File: config.mk
export PLATFORM = sky130hd
export DESIGN_NAME = nasti_lite_read_buf
export DESIGN_NICKNAME = d
export VERILOG_FILES = /design/src/rtl/nasti_lite_read_buf.sv
export SDC_FILE = /design/constraint.sdc
export NUM_CORES = 1
export LEC_CHECK = 0
export CAP_MARGIN = 40
export CORE_AREA = 4 4 152 154
export DETAILED_ROUTE_END_ITERATION = 6
export DIE_AREA = 0 0 156 158
export PLACE_DENSITY = 0.54
export SYNTH_ARGS = -nofsm -noshare
export SYNTH_HDL_FRONTEND = slang
export SYNTH_SLANG_ARGS = --single-unit
File: constraint.sdc
create_clock -name clk -period 4.1 [get_ports clk]
set_input_delay 1.23 -clock clk [delete_from_list [all_inputs] [get_ports clk]]
set_output_delay 1.23 -clock clk [all_outputs]
set_load 0.05 [all_outputs]
File: src/rtl/nasti_lite_read_buf.sv
// NASTI read burst to single-word NASTI-lite reads, regathered into full-width R beats.
// Lite AR one cycle after AR accept; R beat one cycle after its last lite word; lite AR throttled by BUF_DEPTH credits.
module nasti_lite_read_buf_fifo #(
  parameter int WIDTH = 1,
  parameter int DEPTH = 2
) (
  input  logic             clk,
  input  logic             rstn,
  input  logic             push,
  input  logic [WIDTH-1:0] push_dat,
  input  logic             pop,
  output logic [WIDTH-1:0] pop_dat,
  output logic             empty,
  output logic             full
);
  localparam int PW = (DEPTH > 1) ? $clog2(DEPTH) : 1;

  logic [WIDTH-1:0] mem [DEPTH];
  logic [PW-1:0]    wr_ptr, rd_ptr;
  logic [PW:0]      count;
  logic             do_push, do_pop;

  function automatic logic [PW-1:0] ptr_inc(input logic [PW-1:0] p);
    return (p == PW'(DEPTH - 1)) ? '0 : p + PW'(1);
  endfunction

  assign empty   = (count == '0);
  assign full    = (count == (PW+1)'(DEPTH));
  assign pop_dat = mem[rd_ptr];
  assign do_push = push && !full;
  assign do_pop  = pop && !empty;

  always_ff @(posedge clk or negedge rstn) begin
    if (!rstn) begin
      wr_ptr <= '0;
      rd_ptr <= '0;
      count  <= '0;
    end else begin
      if (do_push) wr_ptr <= ptr_inc(wr_ptr);
      if (do_pop)  rd_ptr <= ptr_inc(rd_ptr);
      case ({do_push, do_pop})
        2'b10:   count <= count + (PW+1)'(1);
        2'b01:   count <= count - (PW+1)'(1);
        default: ;
      endcase
    end
  end

  always_ff @(posedge clk) begin
    if (do_push) mem[wr_ptr] <= push_dat;
  end
endmodule

module nasti_lite_read_buf #(
  parameter int BUF_DEPTH        = 2,
  parameter int ID_WIDTH         = 1,
  parameter int ADDR_WIDTH       = 8,
  parameter int NASTI_DATA_WIDTH = 64,
  parameter int LITE_DATA_WIDTH  = 32,
  parameter int USER_WIDTH       = 1
) (
  input  logic                        clk,
  input  logic                        rstn,
  input  logic [ID_WIDTH-1:0]         nasti_ar_id,
  input  logic [ADDR_WIDTH-1:0]       nasti_ar_addr,
  input  logic [7:0]                  nasti_ar_len,
  input  logic [2:0]                  nasti_ar_size,
  input  logic [1:0]                  nasti_ar_burst,
  input  logic                        nasti_ar_lock,
  input  logic [3:0]                  nasti_ar_cache,
  input  logic [2:0]                  nasti_ar_prot,
  input  logic [3:0]                  nasti_ar_qos,
  input  logic [3:0]                  nasti_ar_region,
  input  logic [USER_WIDTH-1:0]       nasti_ar_user,
  input  logic                        nasti_ar_valid,
  output logic                        nasti_ar_ready,
  output logic [ID_WIDTH-1:0]         nasti_r_id,
  output logic [NASTI_DATA_WIDTH-1:0] nasti_r_data,
  output logic [1:0]                  nasti_r_resp,
  output logic                        nasti_r_last,
  output logic [USER_WIDTH-1:0]       nasti_r_user,
  output logic                        nasti_r_valid,
  input  logic                        nasti_r_ready,
  output logic [ID_WIDTH-1:0]         lite_ar_id,
  output logic [ADDR_WIDTH-1:0]       lite_ar_addr,
  output logic [2:0]                  lite_ar_prot,
  output logic [3:0]                  lite_ar_qos,
  output logic [3:0]                  lite_ar_region,
  output logic [USER_WIDTH-1:0]       lite_ar_user,
  output logic                        lite_ar_valid,
  input  logic                        lite_ar_ready,
  input  logic [ID_WIDTH-1:0]         lite_r_id,
  input  logic [LITE_DATA_WIDTH-1:0]  lite_r_data,
  input  logic [1:0]                  lite_r_resp,
  input  logic [USER_WIDTH-1:0]       lite_r_user,
  input  logic                        lite_r_valid,
  output logic                        lite_r_ready
);
  localparam int LB     = LITE_DATA_WIDTH / 8;
  localparam int LB_LOG = $clog2(LB);
  localparam int LANES  = NASTI_DATA_WIDTH / LITE_DATA_WIDTH;
  localparam int LANE_W = (LANES > 1) ? $clog2(LANES) : 1;
  localparam int KW     = $clog2(LANES + 1);
  localparam int ICW    = 9 + $clog2(LANES);
  localparam int OW     = $clog2(BUF_DEPTH + 1);

  if (LITE_DATA_WIDTH != 32 && LITE_DATA_WIDTH != 64) begin : g_bad_lite_width
    $fatal(1, "LITE_DATA_WIDTH must be 32 or 64");
  end
  if (NASTI_DATA_WIDTH % LITE_DATA_WIDTH != 0 || BUF_DEPTH < LANES) begin : g_bad_ratio
    $fatal(1, "NASTI_DATA_WIDTH must be a multiple of LITE_DATA_WIDTH and BUF_DEPTH >= lanes");
  end

  typedef enum logic {IDLE, BURST} state_t;
  state_t state_q, state_d;

  logic [ID_WIDTH-1:0]         id_q;
  logic [7:0]                  len_q, beat_cnt_q;
  logic [2:0]                  size_q, prot_q;
  logic [3:0]                  qos_q, region_q;
  logic [USER_WIDTH-1:0]       ar_user_q, r_user_q;
  logic [ADDR_WIDTH-1:0]       issue_addr_q, step;
  logic [ICW-1:0]              issue_cnt_q, total_reads;
  logic [OW-1:0]               outst_q;
  logic [KW-1:0]               collect_q, k;
  logic [2:0]                  k_log;
  logic [NASTI_DATA_WIDTH-1:0] beat_q;
  logic [1:0]                  resp_q;
  logic [LANE_W-1:0]           issue_lane, head_lane;
  logic                        ar_hs, lar_hs, lr_hs, r_hs;
  logic                        fifo_empty, fifo_full, unused_ok;

  assign k_log       = (size_q > 3'(LB_LOG)) ? size_q - 3'(LB_LOG) : 3'd0;
  assign k           = KW'(1) << k_log;
  assign total_reads = (ICW'(len_q) + ICW'(1)) << k_log;
  // A beat wider than a lite word advances one lite word per read; narrower beats advance by their own size.
  assign step        = (size_q >= 3'(LB_LOG)) ? ADDR_WIDTH'(LB) : (ADDR_WIDTH'(1) << size_q);
  assign issue_lane  = (LANES > 1) ? LANE_W'(issue_addr_q >> LB_LOG) : '0;

  assign ar_hs  = nasti_ar_valid && nasti_ar_ready;
  assign lar_hs = lite_ar_valid && lite_ar_ready;
  assign lr_hs  = lite_r_valid && lite_r_ready;
  assign r_hs   = nasti_r_valid && nasti_r_ready;

  always_comb begin
    state_d        = state_q;
    nasti_ar_ready = 1'b0;
    lite_ar_valid  = 1'b0;
    lite_r_ready   = 1'b0;
    nasti_r_valid  = 1'b0;
    nasti_r_last   = 1'b0;
    case (state_q)
      IDLE: begin
        nasti_ar_ready = 1'b1;
        if (nasti_ar_valid) state_d = BURST;
      end
      BURST: begin
        lite_ar_valid = (issue_cnt_q != total_reads) && (outst_q < OW'(BUF_DEPTH));
        lite_r_ready  = (collect_q < k);
        nasti_r_valid = (collect_q == k);
        nasti_r_last  = (beat_cnt_q == len_q);
        if (nasti_r_valid && nasti_r_ready && nasti_r_last) state_d = IDLE;
      end
      default: state_d = IDLE;
    endcase
  end

  always_ff @(posedge clk or negedge rstn) begin
    if (!rstn) state_q <= IDLE;
    else       state_q <= state_d;
  end

  always_ff @(posedge clk or negedge rstn) begin
    if (!rstn) begin
      id_q         <= '0;
      len_q        <= '0;
      size_q       <= '0;
      prot_q       <= '0;
      qos_q        <= '0;
      region_q     <= '0;
      ar_user_q    <= '0;
      issue_addr_q <= '0;
      issue_cnt_q  <= '0;
      outst_q      <= '0;
      collect_q    <= '0;
      beat_cnt_q   <= '0;
      beat_q       <= '0;
      resp_q       <= '0;
      r_user_q     <= '0;
    end else begin
      if (ar_hs) begin
        id_q         <= nasti_ar_id;
        len_q        <= nasti_ar_len;
        size_q       <= nasti_ar_size;
        prot_q       <= nasti_ar_prot;
        qos_q        <= nasti_ar_qos;
        region_q     <= nasti_ar_region;
        ar_user_q    <= nasti_ar_user;
        issue_addr_q <= nasti_ar_addr;
        issue_cnt_q  <= '0;
        collect_q    <= '0;
        beat_cnt_q   <= '0;
        resp_q       <= '0;
      end
      if (lar_hs) begin
        issue_addr_q <= issue_addr_q + step;
        issue_cnt_q  <= issue_cnt_q + ICW'(1);
      end
      case ({lar_hs, lr_hs})
        2'b10:   outst_q <= outst_q + OW'(1);
        2'b01:   outst_q <= outst_q - OW'(1);
        default: ;
      endcase
      if (lr_hs) begin
        beat_q[head_lane * LITE_DATA_WIDTH +: LITE_DATA_WIDTH] <= lite_r_data;
        resp_q    <= (lite_r_resp > resp_q) ? lite_r_resp : resp_q;
        r_user_q  <= lite_r_user;
        collect_q <= collect_q + KW'(1);
      end
      if (r_hs) begin
        collect_q  <= '0;
        resp_q     <= '0;
        beat_cnt_q <= beat_cnt_q + 8'd1;
      end
    end
  end

  // Lane of each outstanding lite read, consumed in response order.
  nasti_lite_read_buf_fifo #(.WIDTH(LANE_W), .DEPTH(BUF_DEPTH)) u_lane_fifo (
    .clk      (clk),
    .rstn     (rstn),
    .push     (lar_hs),
    .push_dat (issue_lane),
    .pop      (lr_hs),
    .pop_dat  (head_lane),
    .empty    (fifo_empty),
    .full     (fifo_full)
  );

  assign lite_ar_id     = id_q;
  assign lite_ar_addr   = issue_addr_q;
  assign lite_ar_prot   = prot_q;
  assign lite_ar_qos    = qos_q;
  assign lite_ar_region = region_q;
  assign lite_ar_user   = ar_user_q;

  assign nasti_r_id   = id_q;
  assign nasti_r_data = beat_q;
  assign nasti_r_resp = resp_q;
  assign nasti_r_user = r_user_q;

  assign unused_ok = ^{nasti_ar_burst, nasti_ar_lock, nasti_ar_cache, lite_r_id, fifo_empty, fifo_full};
endmodule

==> impl_summary.md <==
Outcome
The flow ran to the end, and the final reports show no timing, DRC or antenna violations.

Cells and area
At the end of the flow, the number of nets in the layout was just under 900. The final non-filler cell area is ~9200 µm². The area growth from synthesis to final layout is 42.71%. The repair_antennas step left the layout with diodes totalling 0. In the final layout, the multi-input gates occupy just over 3000 µm². Counting the fill cells in the layout gives about 2,100. The sequential cells in the finished layout cover a total of between 3000 and 4000 µm².

The fraction of layout instances using a drive strength above 1 is approximately 19%.

Die
175 I/O pins were placed. The die covers about 25,000 µm². The vertical die dimension is about 160 µm. The region available for standard cell placement spans about 22,000 µm².

The initialized floorplan defines 54 standard-cell rows. The die width is approximately 160 µm. Once the floorplan was initialized, standard cells occupied 29.70% of the core.

Pwr
The maximum vdd drop is between 0.2 and 0.3 mV. The analysis attributes to cell leakage a power of ~4 nW. The relative contribution of the clock network to total power is ~17%. The switching power as a share of total power is a little under half. Internal power comes to just under 5 mW.

Dividing total power by cell area gives a power density of between 900 and 1000 nW/µm². For this design the total switching power over the nets is ~4.3 mW. The relative contribution of sequential cells to total power is a little over a quarter. The combinational share of power is 57.2%.

Timing
The peak clock frequency supported by timing is around 0.25 GHz. Hold is met by between 0.4 and 0.5 ns. The worst slew margin relative to its limit is 56.52%. The clock arrives with between 0.01 and 0.015 ns of skew.

For the pin with the worst max-slew slack, the measured transition is roughly 0.65 ns. The minimum clock period is around 3.9 ns. Setup violations remaining at the end of the flow were counted as 0. The max-slew violation count is 0. Setup repair after global routing could not meet its margin everywhere. The share of the cycle needed by the critical path after routing is between 90% and 100%. The number of hold-slack violations in the final timing report is 0.

Worst setup path
Traced cell by cell, the critical path runs through ha_4 -> nand3_4 -> mux2_4 -> or4_4 -> nand4_1 -> xnor2_1 -> nand4_1 -> o21ai_4 -> inv_4 -> buf_8. The kind of cell with the highest combined delay on the critical path is simple AND/OR/NAND/NOR gates. The data arrival at the endpoint of the critical path is 2.72 ns. The critical path contains buffers and inverters numbering 2 combined.

The startpoint type of the worst setup path is a flip-flop. By instance count, the cell type seen most on the critical path is sky130_fd_sc_hd__nand4_1. The required arrival time at the worst endpoint is between 2 and 3 ns. The maximum fanout along the worst path is 4.

The worst setup path is captured at an output port. The kind of critical path is flip-flop to output port. For this design, the slowest cell found on the critical path is sky130_fd_sc_hd__or4_4. The delay of the slowest cell on the worst path is between 0.4 and 0.5 ns.

Logic synthesis
The cell area after synthesis is between 6000 and 7000 µm². Of the synthesized area, sequential elements account for about half. The number of synthesized flops with an enable pin is 2. The number of warning messages in the yosys log is 0. In the synthesized netlist the async set-or-reset flop fraction comes to a little under 100%. A synthesized cell averages between 10 and 15 µm². The number of instances in the synthesized netlist is around 610. After synthesis, the netlist uses between 60 and 70 different library cells. The most instantiated flip-flop cell in the synthesis netlist is sky130_fd_sc_hd__dfrtp_1. Counting flops and latches in the post-synthesis netlist gives 128.

CTS
Hold repair after CTS inserted 0 buffers. In this run the clock root is driven by a sky130_fd_sc_hd__clkbuf_16. The clock network latency to the later pin of the worst-skew pair is 0.42 ns. The clock-pin slew on the worst setup and hold paths is approximately 0.060 ns. The maximum number of buffers from clock root to sink is 2. The number of H-tree levels is 4. The tree built by TritonCTS fans out to between 100 and 150 sinks. Buffers inserted during clock tree synthesis total 17. The clock tree from TritonCTS is built.

Drt
The final route contains 5,169 vias. The wire length reported by the detailed router is 17.29 mm. The number of remaining DRC errors is 0. The iteration count of the initial detailed-routing pass is 4. In the final routed layout, each cell accounts on average for around 16 µm. The via-per-instance ratio is 4.786. The detail route stage leaves a number of antenna-violating nets equal to 0.

The detailed router finished its first iteration with 260 violations.

Job
The reported max-cap violation count is 0.

Placement
The detailed-placement wirelength estimate is approximately 13 mm. The routability congestion estimate is 0.8181. The placed instances occupy a cell area of around 8400 µm². The total of buffers placed on input and output ports is roughly 170.

Hold path
The min-delay analysis places its worst path in the category flip-flop to flip-flop.

Global route
Entering global routing, the biggest net connects 54 pins. The number of global-route vias before repair was ~5,100. Global routing used 14.13% of the available tracks. Global routing finished with a remaining overflow of 0. The first global-routing pass estimated 27.63 mm of wire. The number of antenna violations at the first check in global routing is 0.
[synth_stat cells, drive strengths merged, types with 3 or more instances]
library cell    n  area share, %
o31ai           3           0.35
o21a            6           0.70
a21o            8           0.93
buf            20            1.6
nand2         100            5.8
dfrtp         126             49
nor2b           4           0.39
inv            23            1.4
o221ai          3           0.41
and3            8           0.78
a211oi          3           0.43
clkbuf         13           0.76
or3             6           0.58
nor4            5           0.49
mux2i           9            1.4
nand2b          3           0.29
o211ai          6           0.70
o21ai          26            2.3
nor3            5           0.39
nand4           8           0.78
xnor2          17            2.3
a41oi           3           0.41
nor2           26            1.6
a21oi          20            1.7
nand3          21            1.8
and2            5           0.49
ha             16            3.1
a221o           5           0.78
xor2           12            1.6
mux2           68             12
[per-layer routing]
| layer | track usage, % | wire length, µm |
|---|---|---|
| met5 | 0 | 0 |
| met4 | 4.127 | 202 |
| met3 | 3.663 | 1236 |
| met2 | 22.09 | 7812 |
| met1 | 19.39 | 8039 |
[stage by stage]
stage / power [mW] / TNS, ns / worst slack (ns) / utilization, % / instances
after global routing: 9.766 / -0.005799 / -0.005799 / 42.39 / 1080
after floorplan: 5.963 / 0 / 0.2644 / - / 614
final: 9.193 / 0 / 0.1539 / 42.39 / 1080
after global placement: 7.524 / 0 / 0.3781 / 38.88 / 1041
after detailed placement: 7.573 / 0 / 0.3902 / 38.88 / 1041
after CTS: 9.154 / 0 / 0.01192 / 41.74 / 1073
[power by group through the flow]
stage	clock (mW)	combinational (mW)	sequential, mW
3_3_place_gp	0	5.14	2.38
6_report	1.51	5.26	2.42
3_5_place_dp	0	5.17	2.41
2_1_floorplan	0	2.23	3.74
5_1_grt	1.63	5.62	2.52
4_1_cts	1.57	5.18	2.40
[registers in the layout (all words and copies together) (netlist names), 3 cells and up]
name            flops
beat_cnt_q          8
issue_cnt_q        10
len_q               8
lite_ar_addr        8
lite_ar_prot        3
lite_ar_qos         4
lite_ar_region      4
nasti_r_data       64
size_q              3
[placed cells by master, fill, tap and decap left out, types with 4 or more instances in the layout]
cell type and n:
sky130_fd_sc_hd__or3_1 6, sky130_fd_sc_hd__inv_6 4, sky130_fd_sc_hd__inv_1 20, sky130_fd_sc_hd__clkinvlp_4 6, sky130_fd_sc_hd__o211ai_1 6, sky130_fd_sc_hd__conb_1 4, sky130_fd_sc_hd__mux2i_1 9, sky130_fd_sc_hd__mux2_2 65
sky130_fd_sc_hd__clkdlybuf4s50_1 162, sky130_fd_sc_hd__xor2_1 11, sky130_fd_sc_hd__a21oi_1 18, sky130_fd_sc_hd__nor4_1 5, sky130_fd_sc_hd__a21o_1 8, sky130_fd_sc_hd__o21ai_0 19, sky130_fd_sc_hd__dfrtp_1 121, sky130_fd_sc_hd__ha_1 15
sky130_fd_sc_hd__buf_4 22, sky130_fd_sc_hd__and2_1 4, sky130_fd_sc_hd__clkbuf_16 17, sky130_fd_sc_hd__xnor2_1 17, sky130_fd_sc_hd__a221o_1 5, sky130_fd_sc_hd__nand3_1 18, sky130_fd_sc_hd__nand2_1 100, sky130_fd_sc_hd__and3_1 8
sky130_fd_sc_hd__nor2_1 25, sky130_fd_sc_hd__dfrtp_2 4, sky130_fd_sc_hd__o21ai_1 5, sky130_fd_sc_hd__nand4_1 8, sky130_fd_sc_hd__o21a_1 6, sky130_fd_sc_hd__nor3_1 4
[final timing paths]
path	startpoint	end	slack, ns	depth (start not counted)
max in group asynchronous	rstn	lite_ar_addr[1]$_DFFE_PN0P_	2.42	2
worst max-delay path	len_q[0]$_DFFE_PN0P_	lite_ar_valid	0.15	10
worst min-delay path	outst_q[1]$_DFFE_PN0P_	outst_q[1]$_DFFE_PN0P_	0.47	1
worst max register to register	size_q[0]$_DFFE_PN0P_	outst_q[1]$_DFFE_PN0P_	0.85	13
worst min register to register	outst_q[1]$_DFFE_PN0P_	outst_q[1]$_DFFE_PN0P_	0.47	1
min in group asynchronous	rstn	nasti_r_data[8]$_DFFE_PN0P_	0.81	1
[cells by family (layout without fill, tap and decap cells)]
| kind of cell | after synthesis | count (layout) | synth area share [%] |
|---|---|---|---|
| AO/OA/AOI/OAI | 102 | 102 | 11.11 |
| adder cells (fa/ha/maj) | 17 | 17 | 3.418 |
| other | 1 | 4 | 0.05821 |
| flip-flops | 128 | 128 | 49.87 |
| multiplexers | 77 | 77 | 13.28 |
| XOR/XNOR | 29 | 29 | 3.942 |
| AND/OR/NAND/NOR | 201 | 201 | 14.62 |
| buffers and inverters | 56 | 242 | 3.690 |
[area by class of cell]
| cell class | instances | share of cell area [%] |
|---|---|---|
| clock buffer | 18 | 4.777 |
| clock inverter | 14 | 1.688 |
| inverter | 23 | 1.007 |
| multi-input combinational | 430 | 33.74 |
| sequential | 128 | 35.04 |
| tap | 280 | 3.811 |
| timing repair buffer | 187 | 19.94 |
[timing repair]
action                                  CTS  global route
endpoints found under the setup margin    1             1
resized for setup                         8            17
setup buffers                             0             7
pin swaps                                 0            10
Power figures use the tool's default switching activity.
